### src/rtl/mem_access.sv
// mem_access: memory-access stage of the 5-stage pipeline.
// Non-memory results pass to write-back with one cycle of latency. Loads and
// stores go out over a registered request/acknowledge data-memory port, and
// the upstream stages are stalled while a transaction is outstanding.
// A transaction is abandoned after ACK_TIMEOUT cycles without an acknowledge.
// Optional feature: define MEM_MISALIGN_TRAP_EN to reject misaligned half/word
// accesses with a one-cycle misaligned_o flag. When it is undefined, the low
// address bits are ignored for half/word accesses.
module mem_access #(
  parameter int unsigned ACK_TIMEOUT = 255
) (
  input  logic        clk_i,
  input  logic        reset_i,
  input  logic        valid_i,
  input  logic [31:0] alu_result_i,
  input  logic [31:0] read_data2_i,
  input  logic [4:0]  write_reg_i,
  input  logic        reg_write_i,
  input  logic        mem_read_i,
  input  logic        mem_write_i,
  input  logic [2:0]  funct3_i,
  output logic        stall_o,
  output logic        dmem_req_o,
  output logic        dmem_we_o,
  output logic [31:0] dmem_addr_o,
  output logic [3:0]  dmem_be_o,
  output logic [31:0] dmem_wdata_o,
  input  logic [31:0] dmem_rdata_i,
  input  logic        dmem_ack_i,
  output logic        wb_valid_o,
  output logic [31:0] wb_data_o,
  output logic [4:0]  wb_reg_o,
  output logic        wb_reg_write_o,
  output logic        misaligned_o,
  output logic        bus_err_o
);

  localparam logic STATE_IDLE   = 1'b0;
  localparam logic STATE_ACCESS = 1'b1;

  // Count value seen in the last ACCESS cycle before the wait is abandoned.
  localparam logic [7:0] TIMEOUT_LAST = 8'(ACK_TIMEOUT - 1);

  logic        state_q,     state_d;
  logic [7:0]  cnt_q,       cnt_d;
  logic        req_q,       req_d;
  logic        we_q,        we_d;
  logic [31:0] addr_q,      addr_d;
  logic [3:0]  be_q,        be_d;
  logic [31:0] wdata_q,     wdata_d;
  logic [1:0]  off_q,       off_d;
  logic [2:0]  funct3_q,    funct3_d;
  logic [4:0]  rd_q,        rd_d;
  logic        rw_q,        rw_d;
  logic        load_q,      load_d;
  logic        wb_valid_q,  wb_valid_d;
  logic [31:0] wb_data_q,   wb_data_d;
  logic [4:0]  wb_reg_q,    wb_reg_d;
  logic        wb_rw_q,     wb_rw_d;
  logic        err_q,       err_d;

  logic [1:0]  in_off;
  logic [3:0]  in_be;
  logic [31:0] in_wdata;
  logic [31:0] rdata_shifted;
  logic [15:0] rdata_half;
  logic [31:0] load_ext;

  // Byte-lane enables and replicated store data for the incoming access.
  always_comb begin
    in_off   = alu_result_i[1:0];
    in_be    = 4'b1111;
    in_wdata = read_data2_i;
    case (funct3_i[1:0])
      2'b00: begin
        in_be    = 4'b0001 << in_off;
        in_wdata = {4{read_data2_i[7:0]}};
      end
      2'b01: begin
        in_be    = 4'b0011 << {in_off[1], 1'b0};
        in_wdata = {2{read_data2_i[15:0]}};
      end
      default: begin
        in_be    = 4'b1111;
        in_wdata = read_data2_i;
      end
    endcase
  end

  // Select and extend the loaded byte/half using the registered offset and size.
  always_comb begin
    rdata_shifted = dmem_rdata_i >> {off_q, 3'b000};
    rdata_half    = off_q[1] ? dmem_rdata_i[31:16] : dmem_rdata_i[15:0];
    case (funct3_q)
      3'b000:  load_ext = {{24{rdata_shifted[7]}}, rdata_shifted[7:0]};
      3'b100:  load_ext = {24'h000000, rdata_shifted[7:0]};
      3'b001:  load_ext = {{16{rdata_half[15]}}, rdata_half};
      3'b101:  load_ext = {16'h0000, rdata_half};
      default: load_ext = dmem_rdata_i;
    endcase
  end

`ifdef MEM_MISALIGN_TRAP_EN
  logic mis_q, mis_d;
  logic in_misaligned;

  // Half accesses need an even address; word accesses need a 4-byte aligned one.
  always_comb begin
    in_misaligned = ((funct3_i[1:0] == 2'b01) && in_off[0]) ||
                    (funct3_i[1] && (in_off != 2'b00));
  end
`endif

  // Next-state logic: accept ops in IDLE, wait for ack or timeout in ACCESS.
  always_comb begin
    state_d    = state_q;
    cnt_d      = cnt_q;
    req_d      = req_q;
    we_d       = we_q;
    addr_d     = addr_q;
    be_d       = be_q;
    wdata_d    = wdata_q;
    off_d      = off_q;
    funct3_d   = funct3_q;
    rd_d       = rd_q;
    rw_d       = rw_q;
    load_d     = load_q;
    wb_valid_d = 1'b0;
    wb_data_d  = wb_data_q;
    wb_reg_d   = wb_reg_q;
    wb_rw_d    = wb_rw_q;
    err_d      = 1'b0;
`ifdef MEM_MISALIGN_TRAP_EN
    mis_d      = 1'b0;
`endif
    case (state_q)
      STATE_IDLE: begin
        if (valid_i) begin
          if (mem_read_i || mem_write_i) begin
`ifdef MEM_MISALIGN_TRAP_EN
            if (in_misaligned) begin
              mis_d      = 1'b1;
              wb_valid_d = 1'b1;
              wb_reg_d   = write_reg_i;
              wb_rw_d    = 1'b0;
            end else begin
`else
            begin
`endif
              state_d  = STATE_ACCESS;
              cnt_d    = 8'd0;
              req_d    = 1'b1;
              we_d     = mem_write_i;
              addr_d   = {alu_result_i[31:2], 2'b00};
              be_d     = in_be;
              wdata_d  = in_wdata;
              off_d    = in_off;
              funct3_d = funct3_i;
              rd_d     = write_reg_i;
              rw_d     = reg_write_i;
              load_d   = mem_read_i;
            end
          end else begin
            wb_valid_d = 1'b1;
            wb_data_d  = alu_result_i;
            wb_reg_d   = write_reg_i;
            wb_rw_d    = reg_write_i;
          end
        end
      end
      default: begin
        if (dmem_ack_i) begin
          // Ack wins over a timeout landing in the same cycle.
          state_d    = STATE_IDLE;
          req_d      = 1'b0;
          wb_valid_d = 1'b1;
          wb_reg_d   = rd_q;
          if (load_q) begin
            wb_data_d = load_ext;
            wb_rw_d   = rw_q;
          end else begin
            wb_rw_d   = 1'b0;
          end
        end else if (cnt_q == TIMEOUT_LAST) begin
          state_d    = STATE_IDLE;
          req_d      = 1'b0;
          err_d      = 1'b1;
          wb_valid_d = 1'b1;
          wb_reg_d   = rd_q;
          wb_rw_d    = 1'b0;
        end else begin
          cnt_d = cnt_q + 8'd1;
        end
      end
    endcase
  end

  // State and output registers; reset abandons any outstanding transaction.
  always_ff @(posedge clk_i or negedge reset_i) begin
    if (!reset_i) begin
      state_q    <= STATE_IDLE;
      cnt_q      <= 8'd0;
      req_q      <= 1'b0;
      we_q       <= 1'b0;
      addr_q     <= 32'd0;
      be_q       <= 4'd0;
      wdata_q    <= 32'd0;
      off_q      <= 2'd0;
      funct3_q   <= 3'd0;
      rd_q       <= 5'd0;
      rw_q       <= 1'b0;
      load_q     <= 1'b0;
      wb_valid_q <= 1'b0;
      wb_data_q  <= 32'd0;
      wb_reg_q   <= 5'd0;
      wb_rw_q    <= 1'b0;
      err_q      <= 1'b0;
    end else begin
      state_q    <= state_d;
      cnt_q      <= cnt_d;
      req_q      <= req_d;
      we_q       <= we_d;
      addr_q     <= addr_d;
      be_q       <= be_d;
      wdata_q    <= wdata_d;
      off_q      <= off_d;
      funct3_q   <= funct3_d;
      rd_q       <= rd_d;
      rw_q       <= rw_d;
      load_q     <= load_d;
      wb_valid_q <= wb_valid_d;
      wb_data_q  <= wb_data_d;
      wb_reg_q   <= wb_reg_d;
      wb_rw_q    <= wb_rw_d;
      err_q      <= err_d;
    end
  end

`ifdef MEM_MISALIGN_TRAP_EN
  // One-cycle misaligned-access flag.
  always_ff @(posedge clk_i or negedge reset_i) begin
    if (!reset_i) mis_q <= 1'b0;
    else          mis_q <= mis_d;
  end
  assign misaligned_o = mis_q;
`else
  assign misaligned_o = 1'b0;
`endif

  assign stall_o        = (state_q == STATE_ACCESS);
  assign dmem_req_o     = req_q;
  assign dmem_we_o      = we_q;
  assign dmem_addr_o    = addr_q;
  assign dmem_be_o      = be_q;
  assign dmem_wdata_o   = wdata_q;
  assign wb_valid_o     = wb_valid_q;
  assign wb_data_o      = wb_data_q;
  assign wb_reg_o       = wb_reg_q;
  assign wb_reg_write_o = wb_rw_q;
  assign bus_err_o      = err_q;

endmodule

### config.mk
export PLATFORM = sky130hd
export DESIGN_NAME = mem_access
export DESIGN_NICKNAME = d
export VERILOG_FILES = /design/src/rtl/mem_access.sv
export SDC_FILE = /design/constraint.sdc
export NUM_CORES = 1
export LEC_CHECK = 0
export CAP_MARGIN = 10
export CORE_ASPECT_RATIO = 0.75
export CORE_UTILIZATION = 45
export DETAILED_ROUTE_END_ITERATION = 16
export GPL_TIMING_DRIVEN = 1
export PLACE_DENSITY = 0.86
export SLEW_MARGIN = 15
export SYNTH_ARGS = -nofsm -noshare
export SYNTH_HDL_FRONTEND = slang
export SYNTH_SLANG_ARGS = --single-unit
export TNS_END_PERCENT = 100
### constraint.sdc
create_clock -name clk_i -period 2.36 [get_ports clk_i]
set_clock_uncertainty 0.15 [all_clocks]
set_input_delay 0.354 -clock clk_i [delete_from_list [all_inputs] [get_ports clk_i]]
set_output_delay 0.354 -clock clk_i [all_outputs]
set_load 0.005 [all_outputs]
==> results of run 1 <==
layout make-up:
class                      count  area, um^2
clock buffer                  22         464
clock inverter                10         134
fill                        1022        3910
inverter                       6        22.5
multi-input combinational    487        2650
sequential                   129        3230
tap                          171         214
timing repair buffer         247        2480
flip-flops by register name, summed over array words and instances, names as in the netlist:
signal,flops
cnt_q,8
bus_err_o,1
off_q,2
funct3_q,3
dmem_be_o,4
wb_reg_write_o,1
dmem_req_o,1
dmem_we_o,1
wb_data_o,32
load_q,1
stall_o,1
dmem_addr_o,30
wb_valid_o,1
wb_reg_o,5
rd_q,5
dmem_wdata_o,32
rw_q,1
worst paths after layout:
path	to	depth (start not counted)	from	slack, ps
setup / recovery	stall_o	2	stall_o	130
hold / removal	dmem_addr_o[28]	2	dmem_addr_o[28]	320
setup reg to reg	wb_data_o[7]	5	stall_o	330
hold reg to reg	dmem_addr_o[28]	2	dmem_addr_o[28]	320
max in group asynchronous	funct3_q[2]	3	reset_i	980
min in group asynchronous	wb_reg_o[2]	2	reset_i	330
synthesized netlist by cell type (all sizes together):
cell type	instances
a21oi	31
or3	1
o31ai	3
conb	1
nand2	202
nand3	19
nand2b	5
inv	6
a32oi	1
buf	16
ha	2
a21o	1
o221ai	8
nor4b	1
or2	2
nor4	1
nor3	1
o21ba	1
o21a	3
o21ai	61
nand4	2
nor2	43
o31a	3
and4	1
mux4	1
mux2	6
or4b	1
o211ai	5
o22ai	4
a221o	8
a211o	1
a211oi	1
dfrtp	129
mux2i	33
nor2b	11
nor3b	1
o311ai	1
a221oi	16
and3	1
and4b	1
a2111oi	1
clkbuf	32
critical path, stage by stage (launching register included):
cell and delay, ps:
dfrtp_1 560, buf_4 230, clkdlybuf4s50_1 540
stage by stage:
step / setup slack [ps] / utilization, %
3_3_place_gp: 83.7 / 65.5
4_1_cts: 121 / 70.2
6_report: 127 / 70.2
2_1_floorplan: 525 / -
5_1_grt: 62.3 / 70.2
3_5_place_dp: 74.0 / 65.5
power by group through the flow:
stage | Sequential, mW | Clock, mW | Combinational, mW
after CTS | 3.26 | 2.72 | 2.82
final | 3.26 | 2.68 | 2.81
after global routing | 3.34 | 2.81 | 3.07
after global placement | 3.26 | 0 | 2.73
after detailed placement | 3.27 | 0 | 2.80
after floorplan | 3.24 | 0 | 1.01
what timing repair did:
item	4_1_cts	5_1_grt
endpoints found under the hold margin	54	0
hold buffers	1	0
buffers inserted	0	0
gates resized for setup	0	1
setup endpoints to repair	0	2
kinds of logic (layout without fill, tap and decap cells):
group / after synthesis / in the layout / synth area share (%)
buffers and inverters: 54 / 285 / 3.94
flip-flops: 129 / 129 / 52.9
AND/OR/NAND/NOR: 293 / 293 / 20.1
adder cells (fa/ha/maj): 2 / 2 / 0.410
other: 1 / 3 / 0.0615
multiplexers: 40 / 40 / 6.89
AO/OA/AOI/OAI: 149 / 149 / 15.7
routing by layer:
layer  wire, um  global-route usage [%]  vias up
li1           -                       -     2734
met1       8370                    38.2     2785
met2       9250                    45.7      304
met3       1970                    9.49       15
met4        199                    7.95        0
met5          0                       0        -
==> out/qor.yml, run 1 <==
grt.total_usage_pct: 28.9
cp_max_fo: 10
crit_path_end_kind: "primary output"
layout.cells.non_filler: 1072
vias_per_cell: 5.45
relSlewSlack_pct: 51.4
worst_pin_slew_ps: 728
postRouteAntennaNets: 0
dr.pass1.iters: 5
final_cell_mix: "218 x clkdlybuf4s50_1, 202 x nand2_1, 129 x dfrtp_1"
tns_ps: 0
placementRows: 36
route.detailed.drc: 0
yosys_warnings: 0
netSwitchingFraction_pct: 29.5
htreeDepth: 4
vias: 5838
synthTopCellsByArea: "dfrtp_1 53%, nand2_1 12%, mux2i_1 5.4%"
pwr-share-seq_pct: 37.3
grt_antenna_before_repair: 0
intPower_mw: 6.18
die_y_um: 103
grt_pass1_vias: 5760
avgSynthCellArea_um2: 9.13
grt_max_degree: 84
syn_inst: 668
place_congestion: 0.873
ys_seq_area_share_pct: 52.9
nNetsFinal: 1001
synthToLayoutAreaGrowth_pct: 50.8
place_area_um2: 8590
clkSlewWorstSetupHoldPaths_ps: 60
dp_hpwl_um: 14100
synth_top_cell_by_area: "dfrtp_1"
dp.cells: 1039
wirelength_um: 19800
leakagePower_nw: 4.12
die_width_um: 136
maxCapViolCount: 0
drtIter0Drc: 356
clk_path_buf_depth: 2
clockPowerShare_pct: 30.6
ir_worst_vdd_uv: 607
crit_arrival_ps: 1730
whs_ps: 319
antenna-diode-count: 0
netlist.area_leader.share_pct: 52.9
die_area_um2: 14000
grt_pass1_wl_um: 30400
rsz0062_at_grt: "no"
clock-root-buffer: "clkbuf_16"
core_region_area_um2: 13100
start_kind: "flop"
cts_made_buffers: 17
ys_ff_latch: 129
hp-class: "reg2reg"
io_buffers: 219
power_mw: 8.75
final_layout_size_suffix_gt1_share_pct: 8.10
synth.distinct_cells: 49
hold_viol: 0
path_class: "reg2out"
worst_ep_required_time_ps: 1860
switchingPower_mw: 2.58
start_util_pct: 46.5
fmax_ghz: 0.448
wire_per_inst_um: 18.5
power_density_nw_per_um2: 952
clk_latency_ps: 400
ioPinCount: 223
postLayoutCellArea_um2: 9200
syn_area_um2: 6100
setup_violations: 0
cts_tree: "done"
cts_sinks: 129
period_minus_slack_ps: 2230
outcome: "completed"
comb_power_share_pct: 32.1
layout_commonest_cell: "clkdlybuf4s50_1"
fin_crit_sh_pct: 94.6
drv_slew: 0
grt_overflow_total: 0
No activity file was read; power rests on OpenSTA's default activity.
==> inputs of run 2 (changes only) <==
--- a/config.mk
+++ b/config.mk
@@ -10,6 +10,7 @@
 export CORE_UTILIZATION = 45
 export DETAILED_ROUTE_END_ITERATION = 16
 export GPL_TIMING_DRIVEN = 1
+export MAX_ROUTING_LAYER = met4
 export PLACE_DENSITY = 0.86
 export SLEW_MARGIN = 15
 export SYNTH_ARGS = -nofsm -noshare
==> run 2 against run 1 <==
Final cell count stayed put; worst setup slack better by 7.9 ps; clock power hardly changed; clock-buffer cell count stayed put; cell area stayed put; non-clock buffer count stayed put; worst hold slack hardly changed; critical path depth stayed put; power hardly changed; largest power group unchanged.
==> out/qor.yml, run 2 (same netlist as run 1, synthesis figures left out) <==
outcome: "completed"
tns_ps: 0
core_region_area_um2: 13100
path_class: "reg2out"
switchingPower_mw: 2.59
fmax_ghz: 0.449
postCtsSetupRepairBufs: 0
grt_pass1_wl_um: 30300
power_density_nw_per_um2: 953
clk_latency_ps: 400
vias_per_cell: 5.48
dr.pass1.iters: 6
clkSlewWorstSetupHoldPaths_ps: 60
io_buffers: 219
layout_commonest_cell: "clkdlybuf4s50_1"
fin_ws_ps: 135
dp_hpwl_um: 14100
critPathMaxStageDelay_ps: 560
clockPowerShare_pct: 30.6
relSlewSlack_pct: 50.3
start_kind: "flop"
drtIter0Drc: 405
cts_made_buffers: 17
cp_max_fo: 10
die_area_um2: 14000
synthToLayoutAreaGrowth_pct: 50.8
cts_sinks: 129
wire_per_inst_um: 18.5
r2r_start: "stall_o"
path_delay_family: "buffers and inverters"
ir_worst_vdd_uv: 607
cp_num_buf_inv: 2
nNetsFinal: 1001
comb_power_share_pct: 32.1
worst_ep_required_time_ps: 1860
wl_met3_um: 1940
fill_cells: 1022
wirelength_um: 19800
clk_path_buf_depth: 2
start_util_pct: 46.5
min_from: "dmem_addr_o[28]"
grt.total_usage_pct: 29.8
final_layout_size_suffix_gt1_share_pct: 8.10
grt_pass1_vias: 5755
maxCapViolCount: 0
crit_path_end_kind: "primary output"
final_core_util_pct: 70.2
clock-root-buffer: "clkbuf_16"
holdPathStages: 2
place_worst_setup_slack_ps: 74.0
grt_max_degree: 84
die_width_um: 136
cts_tree: "done"
crit_arrival_ps: 1720
routed-wl-met2_um: 9270
hold_viol: 0
crit_cells: 2
crit_slowest_cell: "dfrtp_1"
setup_violations: 0
leakagePower_nw: 4.12
met1_length_um: 8340
hp-class: "reg2reg"
whs_endpoint: "dmem_addr_o[28]"
die_y_um: 103
grt_antenna_before_repair: 0
vias: 5878
crit-reg2reg-capture: "wb_data_o[7]"
r2r_cells: 5
intPower_mw: 6.18
path_cells: "buf_4, clkdlybuf4s50_1"
netSwitchingFraction_pct: 29.5
placementRows: 36
ioPinCount: 223
period_minus_slack_ps: 2220
route.detailed.drc: 0
postRouteAntennaNets: 0
worst_pin_slew_ps: 745
top_layer_used: "met4"
drv_slew: 0
reg2reg_slack_ps: 320
grt_overflow_total: 0
rsz0062_at_grt: "no"
antenna-diode-count: 0
final_cell_mix: "218 x clkdlybuf4s50_1, 202 x nand2_1, 129 x dfrtp_1"
fin_crit_sh_pct: 94.3
place_congestion: 0.888
htreeDepth: 4
pwr-share-seq_pct: 37.3
## run 2: cell counts in the layout (fill, tap and decap cells not counted)
No cell type changed its count.
## run 2: metal layers
layer / GRT usage (%) / vias to the layer above
met5: - / -
met4: 8.72 / 0
met3: 8.21 / 22
met2: 45.6 / 304
met1: 38.8 / 2815
li1: - / 2737
## run 2: power groups by stage
stage          combinational [mW]  sequential [mW]  clock (mW)
4_1_cts                      2.82             3.26        2.72
2_1_floorplan                1.01             3.24           0
5_1_grt                      3.07             3.34        2.81
3_5_place_dp                 2.80             3.27           0
6_report                     2.81             3.26        2.68
3_3_place_gp                 2.73             3.26           0
## run 2: per-stage QoR
step	total power [mW]	std cells	instance area (um^2)	hold WS [ps]
after floorplan	4.26	670	6110	-91.6
after global placement	5.99	1039	8590	211
after detailed placement	6.07	1039	8590	209
after CTS	8.79	1072	9200	325
after global routing	9.22	1072	9200	344
final	8.76	1072	9200	319
## run 2: layout make-up
| type | count | area, um^2 | area share [%] |
|---|---|---|---|
| inverters | 6 | 22.5 | 0.245 |
| clock buffers | 22 | 464 | 5.05 |
| multi-input cells | 487 | 2650 | 28.9 |
| clock inverters | 10 | 134 | 1.46 |
| well taps | 171 | 214 | 2.33 |
| repair buffers | 247 | 2480 | 27.0 |
| flip-flops and latches | 129 | 3230 | 35.1 |
## run 2: how the worst max path moves through the flow
stage | from | end | slack, ps
5_1_grt | stall_o | stall_o | 60
3_3_place_gp | dmem_rdata_i[31] | wb_data_o[20] | 80
6_report | stall_o | stall_o | 140
4_1_cts | stall_o | stall_o | 120
2_1_floorplan | stall_o | wb_reg_o[0] | 520
3_5_place_dp | dmem_rdata_i[31] | wb_data_o[21] | 70
## run 2: repair_timing
action	CTS	global route
endpoints found under the setup margin	0	2
hold buffers	1	0
gates resized for setup	0	1
hold endpoints to repair	54	0
## run 2: worst min-delay path, cell delays in order (launching register included)
cell and delay, ps:
dfrtp_1 340, nand2_1 50, nand2_1 50
==> inputs of run 3 (changes only) <==
--- a/config.mk
+++ b/config.mk
@@ -6,7 +6,7 @@
 export NUM_CORES = 1
 export LEC_CHECK = 0
 export CAP_MARGIN = 10
-export CORE_ASPECT_RATIO = 0.75
+export CORE_ASPECT_RATIO = 1.2
 export CORE_UTILIZATION = 45
 export DETAILED_ROUTE_END_ITERATION = 16
 export GPL_TIMING_DRIVEN = 1
==> constraint.sdc (replaced) <==
create_clock -name clk_i -period 2.4 [get_ports clk_i]
set_clock_uncertainty 0.15 [all_clocks]
set_input_delay 0.36 -clock clk_i [delete_from_list [all_inputs] [get_ports clk_i]]
set_output_delay 0.36 -clock clk_i [all_outputs]
set_load 0.005 [all_outputs]
==> run 3 against run 2 <==
First-iteration DRC count is 0.49% lower; worst setup slack better by 87 ps; core utilization shrank 0.33 points; combinational power barely moved; highest routed layer unchanged; clock power grew 5%; clock-buffer cell count down 1; critical path depth increased by 2.
==> out/qor.yml, run 3 (same netlist as run 1, synthesis figures left out) <==
outcome: "completed"
dr.pass1.iters: 5
top_usage_layer: "met2"
clk_latency_ps: 410
grt_antenna_before_repair: 0
die_area_um2: 14000
fmax_ghz: 0.459
drv_slew: 0
grt_max_degree: 67
ioPinCount: 223
r2r_cells: 4
hold_viol: 0
final_cell_mix: "218 x clkdlybuf4s50_1, 202 x nand2_1, 129 x dfrtp_1"
htreeDepth: 4
place_congestion: 0.858
grt.total_usage_pct: 29.4
path_cells: "inv_1, nor2_1, a221oi_1, o21ai_0"
worst_pin_slew_ps: 1100
postRouteAntennaNets: 0
power_mw: 8.81
clk_path_buf_depth: 2
clkSlewWorstSetupHoldPaths_ps: 60
nNetsFinal: 1003
leakagePower_nw: 4.14
wire_per_inst_um: 18.3
vias_per_cell: 5.55
power_density_nw_per_um2: 953
placementRows: 46
synthToLayoutAreaGrowth_pct: 51.6
cts_sinks: 129
ir_worst_vdd_uv: 576
die_width_um: 108
hp-class: "reg2reg"
critPathMaxStageDelay_ps: 860
crit_slowest_cell: "nor2_1"
cts_made_buffers: 17
drtIter0Drc: 403
start_util_pct: 46.1
worst_ep_required_time_ps: 2570
holdPathStages: 2
wirelength_um: 19600
whs_ps: 320
crit_arrival_ps: 2350
crit_path_end_kind: "flop"
maxCapViolCount: 0
vias: 5949
start_kind: "flop"
grt_overflow_total: 0
met3_usage_pct: 5.38
grt_pass1_vias: 5892
core_region_area_um2: 13200
period_minus_slack_ps: 2180
fin_crit_sh_pct: 90.7
setup_violations: 0
route.detailed.drc: 0
layout_commonest_cell: "clkdlybuf4s50_1"
die_y_um: 130
path_class: "reg2reg"
grt_use_met2_pct: 45.6
dp_hpwl_um: 13800
relSlewSlack_pct: 26.2
met1_usage_pct: 37.7
grt_pass1_wl_um: 30400
rsz0062_at_grt: "no"
tns_ps: 0
final_layout_size_suffix_gt1_share_pct: 8.42
clock-root-buffer: "clkbuf_16"
cp_max_fo: 16
cts_tree: "done"
io_buffers: 219
==> run 3: worst paths after layout <==
path / slack (ps) / endpoint / start
max: 220 / wb_data_o[21] / stall_o
min: 320 / dmem_we_o / dmem_we_o
max reg2reg: 220 / wb_data_o[21] / stall_o
min reg2reg: 320 / dmem_we_o / dmem_we_o
max in group asynchronous: 1030 / cnt_q[7] / reset_i
min in group asynchronous: 350 / dmem_addr_o[6] / reset_i
==> run 3: critical path, delay by kind of cell (launching register included) <==
family / cells / cell delay [ps]
AND/OR/NAND/NOR: 1 / 860
AO/OA/AOI/OAI: 2 / 480
buffers and inverters: 1 / 120
flip-flops: 1 / 480
==> run 3: repair_timing <==
action,in CTS,in global routing
hold endpoints to repair,64,0
buffers inserted,0,0
resized for setup,0,0
endpoints found under the setup margin,0,0
hold buffers,1,0
==> run 3: layout make-up <==
| class | count | area [um^2] |
|---|---|---|
| fill | 982 | 3990 |
| clock inverter | 11 | 176 |
| timing repair buffer | 249 | 2480 |
| multi-input combinational | 487 | 2650 |
| sequential | 129 | 3230 |
| antenna | 1 | 2.50 |
| clock buffer | 21 | 470 |
| tap | 168 | 210 |
| inverter | 6 | 22.5 |
==> run 3: metrics by stage <==
stage / cells / area (um^2) / worst slack, ps / utilization (%)
after floorplan: 670 / 6110 / 565 / -
after global placement: 1038 / 8590 / 179 / 64.9
after detailed placement: 1038 / 8590 / 87.4 / 64.9
after CTS: 1071 / 9240 / 242 / 69.8
after global routing: 1071 / 9240 / 44.0 / 69.8
final: 1072 / 9250 / 222 / 69.8
==> run 3: per-layer routing <==
layer  vias to the layer above  share of wire (%)
li1                       2746                  -
met1                      2868                 41
met3                        44                6.8
met2                       291                 49
met5                         -                  0
met4                         0                3.3
==> run 3: power breakdown <==
| part | total, mW | switching [mW] | internal (mW) |
|---|---|---|---|
| sequential | 3.20 | 0.414 | 2.78 |
| combinational | 2.79 | 1.18 | 1.61 |
| clock | 2.82 | 0.994 | 1.83 |
